$ cat src/rtl/mmio_display_out.sv
// Memory-mapped LED / eight-digit seven-segment output peripheral.
// Bus stores are captured on the falling clock edge, which matches the IO bus
// read timing. The display scan and blink timers run on the rising edge.
module mmio_display_out #(
    parameter int SCAN_DIV  = 100000,
    parameter int BLINK_DIV = 64
) (
    input  logic        clk,
    input  logic        rst,
    input  logic        ioWrite,
    input  logic [31:0] address,
    input  logic [31:0] writeData,
    output logic [15:0] led,
    output logic [7:0]  seg_en,
    output logic [7:0]  seg_out
);

    localparam logic [31:0] ADDR_LED    = 32'hFFFF_FFC1;
    localparam logic [31:0] ADDR_VALUE  = 32'hFFFF_FFC3;
    localparam logic [31:0] ADDR_CTRL   = 32'hFFFF_FFC5;
    localparam logic [31:0] ADDR_LED_LO = 32'hFFFF_FFC7;

    localparam int DIV_W = (SCAN_DIV > 1) ? $clog2(SCAN_DIV) : 1;
    localparam int RND_W = (BLINK_DIV > 1) ? $clog2(BLINK_DIV) : 1;
    localparam logic [DIV_W-1:0] DIV_MAX = DIV_W'(SCAN_DIV - 1);
    localparam logic [RND_W-1:0] RND_MAX = RND_W'(BLINK_DIV - 1);

    // Bus-visible registers
    logic [15:0] led_q,   led_d;
    logic [31:0] value_q, value_d;
    logic [2:0]  ctrl_q,  ctrl_d;

    // Scan / blink timers
    logic [DIV_W-1:0] div_cnt_q,   div_cnt_d;
    logic [2:0]       digit_idx_q, digit_idx_d;
    logic [RND_W-1:0] round_cnt_q, round_cnt_d;
    logic             blink_q,     blink_d;

    // Registered display outputs
    logic [7:0] seg_en_q,  seg_en_d;
    logic [7:0] seg_out_q, seg_out_d;

    logic       div_wrap;
    logic       frame_wrap;
    logic       round_wrap;
    logic [7:0] upper_zero;
    logic [3:0] nibble;
    logic       blank;

    // Seven-segment hex encoding, segments {g,f,e,d,c,b,a}
    function automatic logic [6:0] hex7(input logic [3:0] n);
        logic [6:0] s;
        case (n)
            4'h0: s = 7'h3F;
            4'h1: s = 7'h06;
            4'h2: s = 7'h5B;
            4'h3: s = 7'h4F;
            4'h4: s = 7'h66;
            4'h5: s = 7'h6D;
            4'h6: s = 7'h7D;
            4'h7: s = 7'h07;
            4'h8: s = 7'h7F;
            4'h9: s = 7'h6F;
            4'hA: s = 7'h77;
            4'hB: s = 7'h7C;
            4'hC: s = 7'h39;
            4'hD: s = 7'h5E;
            4'hE: s = 7'h79;
            default: s = 7'h71;
        endcase
        return s;
    endfunction

    // Address decode for bus stores; unknown addresses leave everything as is
    always_comb begin
        led_d   = led_q;
        value_d = value_q;
        ctrl_d  = ctrl_q;
        if (ioWrite) begin
            case (address)
                ADDR_LED:    led_d        = writeData[15:0];
                ADDR_VALUE:  value_d      = writeData;
                ADDR_CTRL:   ctrl_d       = writeData[2:0];
                ADDR_LED_LO: led_d[7:0]   = writeData[7:0];
                default:     ;
            endcase
        end
    end

    // Bus register capture on the falling edge; reset dominates a store
    always_ff @(negedge clk) begin
        if (!rst) begin
            led_q   <= '0;
            value_q <= '0;
            ctrl_q  <= 3'b001;
        end else begin
            led_q   <= led_d;
            value_q <= value_d;
            ctrl_q  <= ctrl_d;
        end
    end

    // Digit-slot, frame and blink counters; they free-run even when blanked
    always_comb begin
        div_wrap    = (div_cnt_q == DIV_MAX);
        frame_wrap  = div_wrap && (digit_idx_q == 3'd7);
        round_wrap  = (round_cnt_q == RND_MAX);
        div_cnt_d   = div_wrap ? '0 : div_cnt_q + 1'b1;
        digit_idx_d = div_wrap ? digit_idx_q + 3'd1 : digit_idx_q;
        round_cnt_d = round_cnt_q;
        blink_d     = blink_q;
        if (frame_wrap) begin
            round_cnt_d = round_wrap ? '0 : round_cnt_q + 1'b1;
            if (round_wrap) begin
                blink_d = ~blink_q;
            end
        end
    end

    // upper_zero[i] is set when every nibble from digit i upward is zero
    genvar gi;
    generate
        for (gi = 0; gi < 8; gi++) begin : g_lz
            assign upper_zero[gi] = (value_q[31:4*gi] == '0);
        end
    endgenerate

    // Pick the scanned nibble and decide whether this slot is dark
    always_comb begin
        nibble    = value_q[{digit_idx_q, 2'b00} +: 4];
        blank     = !ctrl_q[0]
                 || (ctrl_q[1] && blink_q)
                 || (ctrl_q[2] && (digit_idx_q != 3'd0) && upper_zero[digit_idx_q]);
        seg_en_d  = blank ? 8'h00 : (8'h01 << digit_idx_q);
        seg_out_d = blank ? 8'h00 : {1'b0, hex7(nibble)};
    end

    // Scan state and registered display outputs on the rising edge
    always_ff @(posedge clk) begin
        if (!rst) begin
            div_cnt_q   <= '0;
            digit_idx_q <= '0;
            round_cnt_q <= '0;
            blink_q     <= 1'b0;
            seg_en_q    <= '0;
            seg_out_q   <= '0;
        end else begin
            div_cnt_q   <= div_cnt_d;
            digit_idx_q <= digit_idx_d;
            round_cnt_q <= round_cnt_d;
            blink_q     <= blink_d;
            seg_en_q    <= seg_en_d;
            seg_out_q   <= seg_out_d;
        end
    end

    assign led     = led_q;
    assign seg_en  = seg_en_q;
    assign seg_out = seg_out_q;

endmodule

$ cat config.mk
export PLATFORM = sky130hd
export DESIGN_NAME = mmio_display_out
export DESIGN_NICKNAME = d
export VERILOG_FILES = /design/src/rtl/mmio_display_out.sv
export SDC_FILE = /design/constraint.sdc
export NUM_CORES = 1
export LEC_CHECK = 0
export ABC_CLOCK_PERIOD_IN_PS = 4980
export CAP_MARGIN = 15
export CORE_UTILIZATION = 47
export DETAILED_ROUTE_END_ITERATION = 6
export PLACE_DENSITY = 0.84
export SYNTH_ARGS = -nofsm -noshare
export SYNTH_HDL_FRONTEND = slang
export SYNTH_SLANG_ARGS = --single-unit
$ cat constraint.sdc
create_clock -name clk -period 4.98 [get_ports clk]
set_input_delay 0.996 -clock clk [delete_from_list [all_inputs] [get_ports clk]]
set_output_delay 0.996 -clock clk [all_outputs]
set_load 0.01 [all_outputs]
==> impl_metrics.py <==
metrics = {
    "outcome": {
        "status": "finished, violations left",
        "violations": "DRC",
    },
    "power_and_ir_drop": {
        "p_leak_nw": 2.80,
        "intPower_w": 0.00112,
        "switching_share_pct": 28.7,
        "powerDensity_nw_per_um2": 264,
        "switchingPower_w": 0.000450,
        "p_comb_share_pct": 5.6,
        "p_seq_share_pct": 48.0,
        "vdd_drop_max_mv": 0.164,
        "pwr-share-clk_pct": 46.3,
        "finalPower_w": 0.00157,
    },
    "placed_design": {
        "dp_hpwl_um": 7070,
        "port_buffers": 97,
        "dpl.cell_count": 621,
        "gp_congestion": 0.800,
        "post-place-ws_ns": -0.611,
    },
    "logic_synthesis": {
        "synth_xor_area_share_pct": 3.41,
        "synth_edf_count": 0,
        "synth_common_cells": "dfxtp_1, mux2i_1, nor2b_1",
        "synth_adder_area_share_pct": 4.02,
        "yosysMostFrequentCell": "dfxtp_1",
        "syn-num-nets": 507,
        "yosys_warnings": 0,
        "synth_compound_area_share_pct": 5.62,
        "synth_cell_types": 53,
        "muxShareOfSynthArea_pct": 18.5,
        "postSynthCellCount": 426,
        "yosysTopAreaCell": "dfxtp_1",
        "synth-async-reset-ratio_pct": 0,
        "synth_seq_cells": 93,
        "synth_top_family_by_area": "simple AND/OR/NAND/NOR gates",
        "postSynthAreaPerCell_um2": 10.2,
        "synthFlopType": "dfxtp_1",
        "netlist_area_um2": 4360,
        "ys_top_cells_by_area": "dfxtp_1, mux2i_1, nor2b_1, ha_1, mux4_1",
        "yosys.area_share.simple_pct": 22.1,
        "synth_top_area_share_pct": 42.7,
        "seq_area_frac_synth_pct": 42.7,
    },
    "timing": {
        "whs_ns": 0.486,
        "worst_pin_slew_ns": 1.10,
        "final.setup.worst_slack_ns": 0.0506,
        "skew_ns": 0.0567,
        "final_max_slew_viol_count": 0,
        "hold_viol_final": 0,
        "grt_setup_unrepaired": "false",
        "relSlewSlack_pct": 26.0,
        "setup_violations": 0,
    },
    "clock_tree": {
        "cts_inserted_buffers": 9,
        "cts_sinks": 93,
        "cts_tree": "built",
        "cts_hold_buf": 0,
        "clockBufferDepth": 2,
        "htreeDepth": 3,
        "cts.clk_slew.worst_paths_ns": 0.10,
        "clockRootBuffer": "clkbuf_8",
        "worst_skew_pair.late_latency_ns": 0.42,
    },
    "setup_path": {
        "cp.required_ns": 2.77,
        "critPathArrivalTime_ns": 2.72,
        "worstSetupPathType": "input port to register",
        "cp-end-kind": "register",
        "cp_max_fo": 8,
        "r2r_slack_ns": 0.42,
        "start_kind": "input port",
    },
    "min_path": {
        "hold_class": "register to register",
    },
    "floorplanning": {
        "fp.dieW_um": 98.3,
        "dieArea_um2": 9670,
        "fp.dieH_um": 98.3,
        "fp.coreArea_um2": 8850,
        "initial_core_util_pct": 49.3,
        "rows": 34,
        "ios": 99,
    },
    "finish": {
        "fillers": 660,
        "area.growth.synth_to_final_pct": 36.6,
        "fin_nets": 659,
        "final_cells": 691,
        "num_antenna_cells": 0,
        "drive_above_1_share_pct": 8.75,
    },
    "route": {
        "avgViaCountPerCell": 5.22,
        "drt_pre_antenna_iters": 6,
        "vias": 3610,
        "drt_wl_total_um": 10000,
        "wl_per_cell_um": 14.5,
        "drc": 4,
        "drtIter0Drc": 155,
        "ant_nets": 0,
    },
    "run": {
        "drv_cap": 0,
    },
    "grt": {
        "grt_max_degree": 64,
        "grt-ovfl-total": 0,
        "antenna_found_initial": 0,
        "grt_usage_pct": 22.3,
        "grt_pass1_vias": 3831,
        "grt_pass1_wl_um": 17200,
    },
}
[metal layers]
layer  global-route usage (%)  part of all wire [%]  vias to the layer above
met5                        0                     0                        -
met4                     11.7                   2.4                        0
met3                     6.44                   5.0                       26
met2                     38.9                    52                      106
met1                     24.6                    41                     1674
li1                         -                     -                     1804
[sequential cells by signal, summed over array words and instances (netlist names), 3 cells and up]
name and cells:
div_cnt_q 17, round_cnt_q 6, seg_out 7, ctrl_q 3, digit_idx_q 3, seg_en 8, led 16, value_q 32
[logic make-up after synthesis]
| kind of cell | Yosys count |
|---|---|
| flip-flops | 93 |
| AND/OR/NAND/NOR | 171 |
| buffers and inverters | 29 |
| AO/OA/AOI/OAI | 35 |
| XOR/XNOR | 17 |
| adder cells (fa/ha/maj) | 14 |
| other | 1 |
| multiplexers | 66 |
[stage by stage]
step | setup TNS [ns] | utilization, % | instance area [um2]
2_1_floorplan | 0 | - | 4360
3_3_place_gp | -23.24 | 61.6 | 5450
3_5_place_dp | -24.48 | 61.6 | 5450
4_1_cts | 0 | 67.0 | 5920
5_1_grt | 0 | 67.3 | 5950
6_report | 0 | 67.3 | 5950
[worst max-delay path, cell delays in order]
cell,delay [ns]
clkdlybuf4s50_1,0.46
nand4_1,0.10
nor2_2,0.14
nand3_2,0.10
or3b_4,0.47
buf_12,0.19
mux2i_1,0.18
nor2b_1,0.09
[cells in the final DEF, fill, tap and decap left out, drive strengths merged, types with 3 or more instances in the layout]
cell type,Yosys,layout
mux4,8,8
xnor2,8,8
nand2,21,21
dlymetal6s2s,0,4
a21boi,5,5
dlygate4sd2,0,22
clkdlybuf4s50,0,70
and2,3,3
a221oi,3,3
nor3,4,4
and3,5,5
nand4,9,9
and4,3,3
o21ai,7,7
a21oi,8,8
nor2,32,32
xor2,9,9
nor3b,3,3
nor2b,52,52
clkbuf,11,9
buf,10,15
or3,7,7
inv,8,63
ha,14,14
dfxtp,93,93
mux2i,58,58
nand3,15,15
nor4,8,8
[timing repair]
action                                  4_1_cts  5_1_grt
pin swaps                                    10        5
setup buffers                                 1        1
gates cloned                                  2        0
resized for setup                            31        8
endpoints found under the setup margin       43       42
[path summary, 6_finish.rpt]
| check | to | depth (start not counted) | startpoint |
|---|---|---|---|
| worst max register to register | seg_out[6] | 8 | value_q[5] |
| worst min-delay path | div_cnt_q[0] | 1 | div_cnt_q[0] |
| worst max-delay path | value_q[20] | 8 | address[11] |
| worst min register to register | div_cnt_q[0] | 1 | div_cnt_q[0] |
[power by group through the flow]
| stage | logic [W] | clock network (W) | registers (W) |
|---|---|---|---|
| after floorplan | 0.0000241 | 0.0000635 | 0.000769 |
| after detailed placement | 0.0000942 | 0.0000635 | 0.000768 |
| after CTS | 0.0000885 | 0.000744 | 0.000754 |
| after global routing | 0.0000940 | 0.000816 | 0.000753 |
| final | 0.0000881 | 0.000727 | 0.000754 |
| after global placement | 0.0000922 | 0.0000635 | 0.000768 |
[final cells by class]
type,count,area [um2],area share [%]
Multi-Input combinational cell,304,2380,39.9
Tap cell,108,135,2.27
Clock inverter,58,297,4.98
Clock buffer,9,124,2.08
Inverter,7,26.3,0.441
Timing Repair Buffer,112,1130,19.1
Sequential cell,93,1860,31.3
Note: power is estimated with default switching activity, not from simulation.
